$ cat src/rtl/kogge_stone_subtractor.sv
// Pipelined handshaked subtractor: diff = a - b over a registered Kogge-Stone borrow network.
// Optional signed overflow output enabled by defining KSS_OVF_EN.
module kogge_stone_subtractor #(
    parameter int unsigned WIDTH = 16
) (
    input  logic             clk,
    input  logic             rst,
    input  logic             in_valid,
    output logic             in_ready,
    input  logic [WIDTH-1:0] a,
    input  logic [WIDTH-1:0] b,
    output logic             out_valid,
    input  logic             out_ready,
    output logic [WIDTH-1:0] diff,
    output logic             borrow
`ifdef KSS_OVF_EN
    ,
    output logic             overflow
`endif
);

    localparam int unsigned L = $clog2(WIDTH);

    // Per-stage generate, group propagate, raw propagate and valid
    logic [L:0][WIDTH-1:0]   g_q,  g_d;
    logic [L-1:0][WIDTH-1:0] pg_q, pg_d;
    logic [L:0][WIDTH-1:0]   p_q,  p_d;
    logic [L:0]              v_q,  v_d;

    logic [WIDTH-1:0] diff_q, diff_d;
    logic             borrow_q, borrow_d;
    logic             out_valid_q, out_valid_d;
`ifdef KSS_OVF_EN
    logic [L:0] am_q, am_d;
    logic [L:0] bm_q, bm_d;
    logic       overflow_q, overflow_d;
`endif

    logic adv;

    // Single global advance: whole pipeline moves or whole pipeline holds
    assign adv      = ~out_valid_q | out_ready;
    assign in_ready = adv;

    always_comb begin
        g_d         = g_q;
        pg_d        = pg_q;
        p_d         = p_q;
        v_d         = v_q;
        diff_d      = diff_q;
        borrow_d    = borrow_q;
        out_valid_d = out_valid_q;
`ifdef KSS_OVF_EN
        am_d        = am_q;
        bm_d        = bm_q;
        overflow_d  = overflow_q;
`endif
        if (adv) begin
            // Carry-in of 1 folds into bit 0's generate
            p_d[0]     = a ^ ~b;
            g_d[0]     = a & ~b;
            g_d[0][0]  = g_d[0][0] | p_d[0][0];
            pg_d[0]    = p_d[0];
            v_d[0]     = in_valid;

            for (int unsigned k = 1; k <= L; k++) begin
                p_d[k] = p_q[k-1];
                v_d[k] = v_q[k-1];
                for (int unsigned i = 0; i < WIDTH; i++) begin
                    if (i >= (32'd1 << (k - 1)))
                        g_d[k][i] = g_q[k-1][i] |
                                    (pg_q[k-1][i] & g_q[k-1][i - (32'd1 << (k - 1))]);
                    else
                        g_d[k][i] = g_q[k-1][i];
                end
            end

            // Group propagate is only needed by levels below the last
            for (int unsigned k = 1; k < L; k++) begin
                for (int unsigned i = 0; i < WIDTH; i++) begin
                    if (i >= (32'd1 << (k - 1)))
                        pg_d[k][i] = pg_q[k-1][i] & pg_q[k-1][i - (32'd1 << (k - 1))];
                    else
                        pg_d[k][i] = pg_q[k-1][i];
                end
            end

            diff_d[0] = ~p_q[L][0];
            for (int unsigned i = 1; i < WIDTH; i++) begin
                diff_d[i] = p_q[L][i] ^ g_q[L][i-1];
            end
            borrow_d    = ~g_q[L][WIDTH-1];
            out_valid_d = v_q[L];

`ifdef KSS_OVF_EN
            am_d[0] = a[WIDTH-1];
            bm_d[0] = b[WIDTH-1];
            for (int unsigned k = 1; k <= L; k++) begin
                am_d[k] = am_q[k-1];
                bm_d[k] = bm_q[k-1];
            end
            overflow_d = (am_q[L] ^ bm_q[L]) & (am_q[L] ^ diff_d[WIDTH-1]);
`endif
        end
    end

    always_ff @(posedge clk) begin
        if (rst) begin
            g_q         <= '0;
            pg_q        <= '0;
            p_q         <= '0;
            v_q         <= '0;
            diff_q      <= '0;
            borrow_q    <= 1'b0;
            out_valid_q <= 1'b0;
`ifdef KSS_OVF_EN
            am_q        <= '0;
            bm_q        <= '0;
            overflow_q  <= 1'b0;
`endif
        end else begin
            g_q         <= g_d;
            pg_q        <= pg_d;
            p_q         <= p_d;
            v_q         <= v_d;
            diff_q      <= diff_d;
            borrow_q    <= borrow_d;
            out_valid_q <= out_valid_d;
`ifdef KSS_OVF_EN
            am_q        <= am_d;
            bm_q        <= bm_d;
            overflow_q  <= overflow_d;
`endif
        end
    end

    assign out_valid = out_valid_q;
    assign diff      = diff_q;
    assign borrow    = borrow_q;
`ifdef KSS_OVF_EN
    assign overflow  = overflow_q;
`endif

endmodule

$ cat config.mk
export PLATFORM = sky130hd
export DESIGN_NAME = kogge_stone_subtractor
export DESIGN_NICKNAME = d
export VERILOG_FILES = /design/src/rtl/kogge_stone_subtractor.sv
export SDC_FILE = /design/constraint.sdc
export NUM_CORES = 1
export LEC_CHECK = 0
export CAP_MARGIN = 20
export CORE_AREA = 3 3 129 131
export DETAILED_ROUTE_END_ITERATION = 10
export DIE_AREA = 0 0 132 134
export GPL_ROUTABILITY_DRIVEN = 0
export HOLD_SLACK_MARGIN = 0.12
export PLACE_DENSITY = 0.85
export SLEW_MARGIN = 15
export SYNTH_ARGS = -nofsm -noshare
export SYNTH_HDL_FRONTEND = slang
export SYNTH_SLANG_ARGS = --single-unit
$ cat constraint.sdc
create_clock -name clk -period 1.36 [get_ports clk]
set_clock_uncertainty 0.2 [all_clocks]
set_input_delay 0.204 -clock clk [delete_from_list [all_inputs] [get_ports clk]]
set_output_delay 0.204 -clock clk [all_outputs]
set_load 0.01 [all_outputs]
======== After elaboration in Yosys (flattened, before gate mapping) ========
Index checks and enable logic that the tools add are counted.
word-level totals
  register bits after elaboration ......... 231
  bits in latches ......................... 0
  bits in writable memories ............... 0
  memory bits (read-only) ................. 0
  output and inout port bits .............. 19
  memories kept ........................... 0
operators by class
  add/sub/neg operators ................... 0
  $mul .................................... 0
  divide/modulo/power cells ............... 0
  magnitude comparators ................... 0
  equal/unequal tests ..................... 0
  shift-type cells ........................ 0
  mux-type cells .......................... 0
  bitwise gates (word level) .............. 162
  reductions and logical operators ........ 0
operators with widths
  kind                number
  1-bit AND           90
  1-bit bitwise OR    51
  16-bit AND          1
  16-bit NOT          1
  16-bit bitwise XOR  1
  1-bit bitwise XOR   15
  1-bit NOT           3

======== Depth between registers and ports, before layout ========
Gate-level depths: netlist (run 1).
  depth after elaboration ................. 3
  gate-level depth with buffers ........... 6
  depth with buffers taken out ............ 4

======== Worst setup path before layout (run 1) ========
OpenSTA, ideal clock, no wires.
  kind .................................... register -> register
  start point ............................. register out_valid_q (netlist: out_valid)
  end point ............................... register p_q[14] in the netlist's numbering
  setup time .............................. 0.070 ns
  arrival ................................. 1.126 ns
  path slack .............................. -0.035 ns
  cell stages (with the launch flop) ...... 7
  path buffers ............................ 3
  path through ............................ dfxtp_1 -> nor2b_4 -> buf_4 -> buf_4 -> buf_2 -> nand2_1 -> a21oi_1
on the way
  word-level cells in the longest chain between the ends .. 2
RTL lines
  item                    line  RTL
  from (decl)             32    logic out_valid_q, out_valid_d;
  from (signal assigned)  128   out_valid_q <= out_valid_d;
  1-bit NOT               42    assign adv = ~out_valid_q | out_ready;
  1-bit bitwise OR        42
  to (signal assigned)    124   p_q <= p_d;
  to (decl)               27    logic [L:0][WIDTH-1:0] p_q, p_d;
No other way between the ends.
A chain may end at the register's enable or synchronous reset.

======== Worst setup path after layout (run 1) ========
  start point ............................. register out_valid_q (netlist: out_valid)
  end point ............................... register g_q[56] in the netlist's numbering
on the way
  word-level cells in the longest chain between the ends .. 2
RTL lines
  item                  line  RTL
  1-bit NOT             42
  1-bit bitwise OR      42
  to (signal assigned)  122   g_q <= g_d;
  to (decl)             25    logic [L:0][WIDTH-1:0] g_q, g_d;
No other way between the ends.

==> impl_metrics.py, run 1 <==
metrics = {
    "status": {
        "status": "complete, but fails checks",
        "violations": "negative setup slack",
    },
    "synthesis": {
        "yosys.cell_count.top_type": "nand2_1",
        "synth_area_sq_um": 8000,
        "async_flop_share_pct": 0,
        "yosysTopAreaCell": "dfxtp_1",
        "synth-edff-count": 0,
        "ys_seq_area_share_pct": 54.3,
        "synth_seq_cells": 217,
        "synth_ff_type": "dfxtp_1",
        "synthesis.nets": 1021,
        "synth.top_cells.by_count": "nand2_1, dfxtp_1, a21oi_1",
        "ys_types": 16,
        "synthCells": 969,
        "synth_area_leaders": "dfxtp_1, nand2_1, a21oi_1, a211oi_1, nor2_1",
        "ys_warn_count": 0,
        "yosysTopAreaCellShare_pct": 54.3,
        "synth.avg_cell_area_sq_um": 8.26,
    },
    "routing": {
        "wl_per_cell_um": 22.8,
        "final_antenna_net_count": 0,
        "routed_wirelength_um": 29700,
        "viasPerCell": 6.18,
        "vias": 8042,
        "drt_pass1_iterations": 5,
        "drt_iter0_drc": 885,
        "drc": 0,
    },
    "pwr": {
        "fin_total_pwr_mw": 13.6,
        "power_frac_comb_pct": 6.0,
        "p_leak_nw": 4.96,
        "powerDensity_nw_per_um2": 1130,
        "seq_power_share_pct": 50.0,
        "swShare_pct": 23.9,
        "intPower_mw": 10.4,
        "power.share.clock_pct": 44.0,
        "p_sw_mw": 3.24,
        "peakVddDrop_mv": 0.723,
    },
    "worst_setup_path": {
        "worst-path-max-fanout": 7,
        "critPathCaptureType": "flip-flop",
        "cp.arrival_ps": 1970,
        "path_class": "flip-flop to flip-flop",
        "critPathRequiredTime_ps": 1530,
        "critPathLaunchType": "flip-flop",
    },
    "floorplan": {
        "ioPinCount": 55,
        "fp.dieW_um": 132,
        "fp.dieH_um": 134,
        "start_util_pct": 50.9,
        "die-area_sq_um": 17700,
        "core_sq_um": 15700,
        "row_count": 46,
    },
    "sta": {
        "setup_viol": 229,
        "whs_ps": 254,
        "rsz0062_at_grt": "yes",
        "report.final.slew_viol_count": 0,
        "hold_viol": 0,
        "relSlewSlack_pct": 69.0,
        "tightestPinTransition_ps": 464,
        "fin_crit_sh_pct": 132,
        "fmax_ghz": 0.555,
        "period_needed_ps": 1800,
        "worst_slack_ps": -441,
    },
    "place": {
        "preCtsSetupSlack_ps": -529,
        "placed_area_sq_um": 9060,
        "io_buffers": 54,
        "dpl.cell_count": 1224,
        "hpwl_um": 12200,
    },
    "worst_hold_path": {
        "hold_path_class": "primary input to flip-flop",
    },
    "finish": {
        "fin_cells": 1301,
        "final_area_sq_um": 12000,
        "areaGrowthSynthToFinish_pct": 49.8,
        "nets": 1123,
        "diodes": 0,
        "drive_above_1_share_pct": 39.7,
    },
    "cts": {
        "clock-sinks": 217,
        "cts_root_buf": "clkbuf_16",
        "insertion_delay_ps": 510,
        "ctsHtreeMaxLevel": 1,
        "clk_pin_slew_ps": 60,
        "cts_buffers": 22,
        "cts_tree": "yes",
        "clockBufferDepth": 3,
    },
    "global_routing": {
        "grt_pass1_vias": 7485,
        "overflow": 0,
        "antenna_found_initial": 0,
        "grt_max_degree": 43,
        "grt.total_usage_pct": 25.2,
        "grt_pass1_wl_um": 37000,
    },
    "job": {
        "drv_cap": 0,
    },
}
==> final cells by class <==
cell class	instances	area, sq um
Tap cell	216	270
Multi-Input combinational cell	664	4540
Clock buffer	36	684
Timing Repair Buffer	149	2050
Fill cell	812	3720
Clock inverter	2	13.8
Inverter	17	68.8
Sequential cell	217	4360
==> worst max-delay path: stages (launching register included) <==
cell      delay, ps
dfxtp_2         320
nor2b_4         140
buf_12          150
buf_12          130
buf_16          130
buf_4           150
a211oi_2        330
nor3_2          110
==> cell families after synthesis <==
| kind of cell | share of synthesized area, % |
|---|---|
| AOI/OAI and AO/OA | 15.6 |
| xor gates and xnor gates | 1.64 |
| adders and majority gates | 2.50 |
| buffers and inverters | 5.00 |
| DFF | 54.3 |
| and+or+nand+nor | 21.0 |
==> per-stage QoR <==
| stage | setup TNS [ps] | utilization [%] |
|---|---|---|
| after global routing | -56440 | 76.3 |
| final | -45690 | 76.3 |
| after global placement | -88740 | 57.6 |
| after floorplan | 0 | - |
| after detailed placement | -93630 | 57.6 |
| after CTS | -29780 | 67.0 |
==> worst paths after layout <==
check	startpoint	to	slack [ps]	depth (start not counted)
max reg2reg	out_valid$_SDFFE_PP0P_	g_q[56]$_SDFFE_PP0P_	-440	7
min	b[5]	p_q[5]$_SDFFE_PP0P_	250	5
max	out_valid$_SDFFE_PP0P_	g_q[56]$_SDFFE_PP0P_	-440	7
min reg2reg	p_q[39]$_SDFFE_PP0P_	p_q[39]$_SDFFE_PP0P_	260	2
==> sequential cells by signal, summed over array words and instances, names as in the netlist <==
signal / cells
borrow: 1
diff: 16
g_q: 80
out_valid: 1
p_q: 77
pg_q: 37
v_q: 5
==> placed cells by master (no fill, tap or decap), types with 2 or more instances in the layout <==
cell / synthesis / routed
buf_6: 0 / 15
buf_4: 4 / 25
nand3_2: 0 / 6
nor2_2: 0 / 26
clkbuf_16: 0 / 33
clkbuf_1: 21 / 7
ha_1: 16 / 16
nor3_1: 49 / 41
a211oi_2: 0 / 48
nand2_1: 264 / 187
nand2_4: 0 / 45
nor2_1: 69 / 26
a211oi_1: 67 / 17
nor2_4: 0 / 17
a21oi_1: 149 / 63
nand2_2: 0 / 32
dfxtp_2: 0 / 16
nand3_1: 34 / 28
a21oi_4: 0 / 2
bufbuf_16: 0 / 4
a21oi_2: 0 / 84
nor3_2: 0 / 8
clkdlybuf4s50_1: 0 / 34
a211oi_4: 0 / 2
buf_16: 0 / 8
inv_6: 0 / 2
xnor2_1: 15 / 15
inv_1: 16 / 16
buf_12: 0 / 22
dfxtp_1: 217 / 201
dlygate4sd3_1: 0 / 2
buf_8: 0 / 14
clkbuf_8: 0 / 6
buf_2: 44 / 14
==> power groups by stage <==
stage | Sequential, mW | Clock (mW) | Combinational [mW]
after floorplan | 6.79 | 0 | 0.350
after global placement | 6.84 | 0 | 0.577
after detailed placement | 6.85 | 0 | 0.598
after CTS | 6.73 | 5.84 | 0.648
after global routing | 6.81 | 6.18 | 0.875
final | 6.80 | 5.98 | 0.816
==> routing by layer <==
metal | global-route usage (%) | share of wire, %
met4 | 12.3 | 7.6
met5 | 0 | 0
met2 | 44.6 | 50
met3 | 4.13 | 7.4
met1 | 29.8 | 35
==> timing repair <==
action	in CTS	in global routing
buffers inserted	12	4
gates cloned	12	11
endpoints found under the hold margin	176	0
gates resized for setup	179	314
pin swaps	9	99
setup endpoints to repair	226	235
hold buffers	2	0
Note: power is estimated with default switching activity, not from simulation.
==> run 2: changes to the inputs <==
--- a/config.mk
+++ b/config.mk
@@ -10,8 +10,9 @@
 export DETAILED_ROUTE_END_ITERATION = 10
 export DIE_AREA = 0 0 132 134
 export GPL_ROUTABILITY_DRIVEN = 0
-export HOLD_SLACK_MARGIN = 0.12
+export HOLD_SLACK_MARGIN = 0.06
 export PLACE_DENSITY = 0.85
+export SETUP_SLACK_MARGIN = 0.4
 export SLEW_MARGIN = 15
 export SYNTH_ARGS = -nofsm -noshare
 export SYNTH_HDL_FRONTEND = slang
==> run 2 against run 1 <==
Net effect:
- the flow finishes with violations (negative hold slack, negative setup slack)
- sequential share of layout area rose by 6.7 points
- die area did not move
- cell area is 16% lower
- clock power decreased by 12%
- global-route usage fell by 5.2 points
- combinational power is 22% lower
- register-to-register slack improved by 190 ps
- via count shrank 13%
- maximum frequency increased by 12%
- highest routed layer unchanged
==> impl_metrics.py, run 2 (synthesis gave the netlist of run 1 again) <==
metrics = {
    "status": {
        "status": "complete, but fails checks",
        "violations": "negative hold slack, negative setup slack",
    },
    "floorplan": {
        "start_util_pct": 50.9,
        "row_count": 46,
        "fp.dieH_um": 134,
        "ioPinCount": 55,
        "die-area_sq_um": 17700,
        "fp.dieW_um": 132,
        "core_sq_um": 15700,
    },
    "sta": {
        "whs_ps": -141,
        "period_needed_ps": 1610,
        "hold_viol": 19,
        "worst_slack_ps": -249,
        "rsz0062_at_grt": "yes",
        "fin_crit_sh_pct": 118,
        "tightestPinTransition_ps": 316,
        "report.final.slew_viol_count": 0,
        "fin_tns_setup_ps": -23060,
        "fmax_ghz": 0.621,
        "setup_viol": 213,
        "relSlewSlack_pct": 79.0,
    },
    "pwr": {
        "peakVddDrop_mv": 0.828,
        "power.share.clock_pct": 41.5,
        "powerDensity_nw_per_um2": 1240,
        "intPower_mw": 9.82,
        "power_frac_comb_pct": 5.0,
        "seq_power_share_pct": 53.4,
        "fin_total_pwr_mw": 12.6,
        "p_sw_mw": 2.78,
        "swShare_pct": 22.1,
        "p_leak_nw": 3.82,
    },
    "worst_hold_path": {
        "holdPathStages": 2,
        "hold_path_class": "primary input to flip-flop",
    },
    "routing": {
        "viasPerCell": 5.63,
        "routed-wl-met3_um": 1450,
        "final_antenna_net_count": 0,
        "wl_met2_um": 9780,
        "met1_length_um": 8410,
        "wl_per_cell_um": 16.4,
        "routed_wirelength_um": 20400,
        "drt_pass1_iterations": 7,
        "vias": 7011,
        "drc": 0,
        "top_layer_used": "met4",
        "drt_iter0_drc": 702,
    },
    "cts": {
        "ctsHtreeMaxLevel": 1,
        "cts_tree": "yes",
        "clock-sinks": 217,
        "cts_root_buf": "clkbuf_16",
        "clk_pin_slew_ps": 60,
        "clockBufferDepth": 3,
        "cts_buffers": 21,
        "insertion_delay_ps": 490,
    },
    "place": {
        "hpwl_um": 11700,
        "preCtsSetupSlack_ps": -543,
        "placed_area_sq_um": 8950,
        "io_buffers": 54,
    },
    "finish": {
        "nets": 1075,
        "diodes": 0,
        "drive_above_1_share_pct": 14.4,
        "top_regs": "g_q (80), p_q (77), pg_q (37)",
        "layout_commonest_cell": "nand2_1",
        "nFillCells": 1152,
        "largest_reg_flops": 80,
        "areaGrowthSynthToFinish_pct": 26.6,
        "final_area_sq_um": 10100,
        "layout_common_cells": "nand2_1, dfxtp_1, a21oi_1",
        "largest_register": "g_q",
        "utilization_pct": 64.5,
    },
    "global_routing": {
        "grt_max_degree": 44,
        "overflow": 0,
        "grt_pass1_wl_um": 30000,
        "antenna_found_initial": 0,
        "grt_pass1_vias": 6103,
        "grt.total_usage_pct": 20.0,
    },
    "worst_setup_path": {
        "reg2reg_depth": 6,
        "critPathCaptureType": "flip-flop",
        "path_class": "flip-flop to flip-flop",
        "critPathLaunchType": "flip-flop",
        "worst-path-max-fanout": 22,
        "cp.arrival_ps": 1810,
        "critPathRequiredTime_ps": 1560,
    },
    "job": {
        "drv_cap": 0,
    },
}
-- run 2: cell types whose count changed in the layout (fill, tap and decap cells not counted), moves of 14 or more --
cell | before | now
a211oi_1 | 17 | 44
a211oi_2 | 48 | 21
a21oi_1 | 63 | 147
a21oi_2 | 84 | 2
buf_2 | 14 | 0
nand2_1 | 187 | 264
nand2_2 | 32 | 0
nand2_4 | 45 | 0
nor2_1 | 26 | 66
nor2_2 | 26 | 3
nor2_4 | 17 | 0
-- run 2: routing by layer --
layer / track usage, % / up-vias
li1: - / 3374
met1: 27.7 / 3226
met2: 32.4 / 342
met3: 3.11 / 69
met4: 5.89 / 0
met5: 0 / -
-- run 2: layout make-up --
class                   instances  area (sq um)  area share, %
multi-input cells             664          3420           33.8
clock inverters                 4          26.3          0.259
flip-flops and latches        217          4370           43.1
clock buffers                  26           574           5.67
repair buffers                102          1400           13.8
well taps                     216           270           2.67
inverters                      17          68.8          0.679
-- run 2: worst paths after layout --
kind | from | slack, ps | end
max | out_valid$_SDFFE_PP0P_ | -250 | pg_q[60]$_SDFFE_PP0P_
min | rst | -140 | p_q[77]$_SDFFE_PP0P_
max reg2reg | out_valid$_SDFFE_PP0P_ | -250 | pg_q[60]$_SDFFE_PP0P_
min reg2reg | p_q[64]$_SDFFE_PP0P_ | 240 | diff[0]$_SDFFE_PP0P_
-- run 2: power groups by stage --
stage | registers, mW | clock network [mW] | logic [mW]
4_1_cts | 6.72 | 5.27 | 0.609
5_1_grt | 6.75 | 5.56 | 0.708
6_report | 6.73 | 5.24 | 0.636
2_1_floorplan | 6.80 | 0 | 0.355
3_5_place_dp | 6.85 | 0 | 0.590
3_3_place_gp | 6.84 | 0 | 0.578
-- run 2: what timing repair did --
action,4_1_cts,5_1_grt
hold endpoints to repair,132,32
pin swaps,2,19
setup buffers,1,1
endpoints found under the setup margin,236,236
gates resized for setup,132,34
cloned,1,10
-- run 2: through the flow --
stage	std cells	hold slack, ps
2_1_floorplan	969	144
3_5_place_dp	1203	237
3_3_place_gp	1203	221
4_1_cts	1235	-157
5_1_grt	1246	-144
6_report	1246	-141
-- run 2: worst max-delay path: stages, from the launching register on --
cell	delay, ps
dfxtp_2	320
nor2b_4	130
inv_6	70
buf_12	220
buf_16	190
nand3_1	120
a21oi_1	250
==> run 3: changes to the inputs <==
--- a/config.mk
+++ b/config.mk
@@ -6,9 +6,9 @@
 export NUM_CORES = 1
 export LEC_CHECK = 0
 export CAP_MARGIN = 20
-export CORE_AREA = 3 3 129 131
+export CORE_AREA = 2 2 128 130
 export DETAILED_ROUTE_END_ITERATION = 10
-export DIE_AREA = 0 0 132 134
+export DIE_AREA = 0 0 130 132
 export GPL_ROUTABILITY_DRIVEN = 0
 export HOLD_SLACK_MARGIN = 0.06
 export PLACE_DENSITY = 0.85
==> run 3 against run 2 <==
Net effect:
- the flow still finishes with violations (negative hold slack, negative setup slack)
- wire length increased by 6.1%
- non-clock buffer count increased by 6
- total power rose by 8.1%
- critical path type unchanged
- highest routed layer unchanged
==> impl_metrics.py, run 3 (synthesis gave the netlist of run 1 again) <==
metrics = {
    "worst_setup_path": {
        "path_class": "flip-flop to flip-flop",
        "worst-path-max-fanout": 9,
        "critPathCaptureType": "flip-flop",
        "cp.arrival_ps": 1930,
        "crit_start": "out_valid$_SDFFE_PP0P_",
        "critPathLaunchType": "flip-flop",
        "critPathRequiredTime_ps": 1550,
        "crit-reg2reg-launch": "out_valid$_SDFFE_PP0P_",
    },
    "finish": {
        "nets": 1082,
        "largest_reg_flops": 80,
        "fin_cells": 1261,
        "top_regs": "g_q (80), p_q (77), pg_q (37)",
        "drive_above_1_share_pct": 21.3,
        "areaGrowthSynthToFinish_pct": 31.3,
        "layout_common_cells": "nand2_1, dfxtp_1, a21oi_1",
        "diodes": 0,
        "largest_register": "g_q",
        "layout_commonest_cell": "nand2_1",
        "nFillCells": 1087,
    },
    "place": {
        "dpl.cell_count": 1205,
        "preCtsSetupSlack_ps": -496,
        "io_buffers": 54,
        "hpwl_um": 11700,
    },
    "floorplan": {
        "die-area_sq_um": 17200,
        "ioPinCount": 55,
        "start_util_pct": 50.9,
        "row_count": 46,
        "core_sq_um": 15700,
        "fp.dieW_um": 130,
        "fp.dieH_um": 132,
    },
    "sta": {
        "rsz0062_at_grt": "yes",
        "report.final.slew_viol_count": 0,
        "fin_crit_sh_pct": 128,
        "setup_viol": 210,
        "hold_viol": 22,
        "fin_tns_setup_ps": -23790,
        "relSlewSlack_pct": 77.7,
        "whs_ps": -142,
        "worst_slack_ps": -384,
        "tightestPinTransition_ps": 332,
        "period_needed_ps": 1740,
        "fmax_ghz": 0.573,
    },
    "pwr": {
        "swShare_pct": 22.0,
        "fin_total_pwr_mw": 13.6,
        "powerDensity_nw_per_um2": 1300,
        "p_sw_mw": 3.01,
        "intPower_mw": 10.6,
        "power_frac_comb_pct": 5.1,
        "peakVddDrop_mv": 0.686,
        "p_leak_nw": 3.91,
        "seq_power_share_pct": 49.5,
        "power.share.clock_pct": 45.4,
    },
    "cts": {
        "cts_tree": "yes",
        "insertion_delay_ps": 510,
        "clk_pin_slew_ps": 70,
        "ctsHtreeMaxLevel": 1,
        "clockBufferDepth": 3,
        "cts_buffers": 22,
        "cts_root_buf": "clkbuf_16",
        "clock-sinks": 217,
    },
    "routing": {
        "routed_wirelength_um": 21700,
        "final_antenna_net_count": 0,
        "wl_per_cell_um": 17.2,
        "drc": 0,
        "drt_iter0_drc": 774,
        "viasPerCell": 5.73,
        "vias": 7229,
        "drt_pass1_iterations": 5,
    },
    "job": {
        "drv_cap": 0,
    },
    "global_routing": {
        "overflow": 0,
        "grt_pass1_wl_um": 30800,
        "grt_pass1_vias": 6526,
        "grt_max_degree": 46,
        "antenna_found_initial": 0,
        "grt.total_usage_pct": 21.5,
    },
    "worst_hold_path": {
        "min-delay-start": "rst",
        "hold_path_class": "primary input to flip-flop",
    },
    "status": {
        "status": "complete, but fails checks",
        "violations": "negative hold slack, negative setup slack",
    },
}
run 3: cell types whose count changed in the layout (fill, tap and decap cells not counted), sizes merged:
cell / delta
bufinv: +2
clkbuf: +4
inv: -1
clkinv: +2
buf: +8
run 3: through the flow:
stage | hold WS [ps] | utilization (%) | cell area [sq um]
3_5_place_dp | 231 | 56.6 | 8900
4_1_cts | -134 | 63.1 | 9910
2_1_floorplan | 144 | - | 8120
6_report | -142 | 66.9 | 10500
5_1_grt | -124 | 66.9 | 10500
3_3_place_gp | 221 | 56.6 | 8900
run 3: critical path: stages (launching register included):
cell	delay, ps
dfxtp_2	340
nor2b_4	200
buf_6	160
buf_12	180
clkbuf_16	190
a211oi_1	40
nor3_1	310
run 3: what timing repair did:
action                                  4_1_cts  5_1_grt
gates resized for setup                     141      101
setup buffers                                 5        2
endpoints found under the setup margin      236      236
endpoints found under the hold margin       114       28
gates cloned                                  2        8
pin swaps                                     2       20
run 3: path summary, 6_finish.rpt:
path                     endpoint  slack, ps  cells after the start
min reg2reg  diff[0]$_SDFFE_PP0P_        240                      1
min          g_q[64]$_SDFFE_PP0P_       -140                      2
max reg2reg  g_q[39]$_SDFFE_PP0P_       -380                      6
max          g_q[39]$_SDFFE_PP0P_       -380                      6
run 3: final cells by class:
class | instances | area, sq um | share of cell area, %
Sequential cell | 217 | 4370 | 41.5
Clock inverter | 7 | 87.6 | 0.833
Timing Repair Buffer | 108 | 1390 | 13.2
Multi-Input combinational cell | 664 | 3670 | 34.9
Inverter | 17 | 68.8 | 0.655
Clock buffer | 32 | 659 | 6.27
Tap cell | 216 | 270 | 2.57
run 3: power groups by stage:
stage / registers [mW] / logic (mW) / clock network [mW]
after detailed placement: 6.85 / 0.590 / 0
after floorplan: 6.80 / 0.355 / 0
after global routing: 6.76 / 0.764 / 6.46
final: 6.75 / 0.689 / 6.19
after global placement: 6.85 / 0.575 / 0
after CTS: 6.72 / 0.615 / 6.18
run 3: layer usage:
| metal | wire length [um] | vias up | global-route usage, % |
|---|---|---|---|
| met5 | 0 | - | 0 |
| met4 | 889 | 0 | 8.36 |
| met3 | 1460 | 80 | 3.25 |
| met2 | 10700 | 363 | 34.5 |
| met1 | 8690 | 3395 | 29.2 |
| li1 | - | 3391 | - |
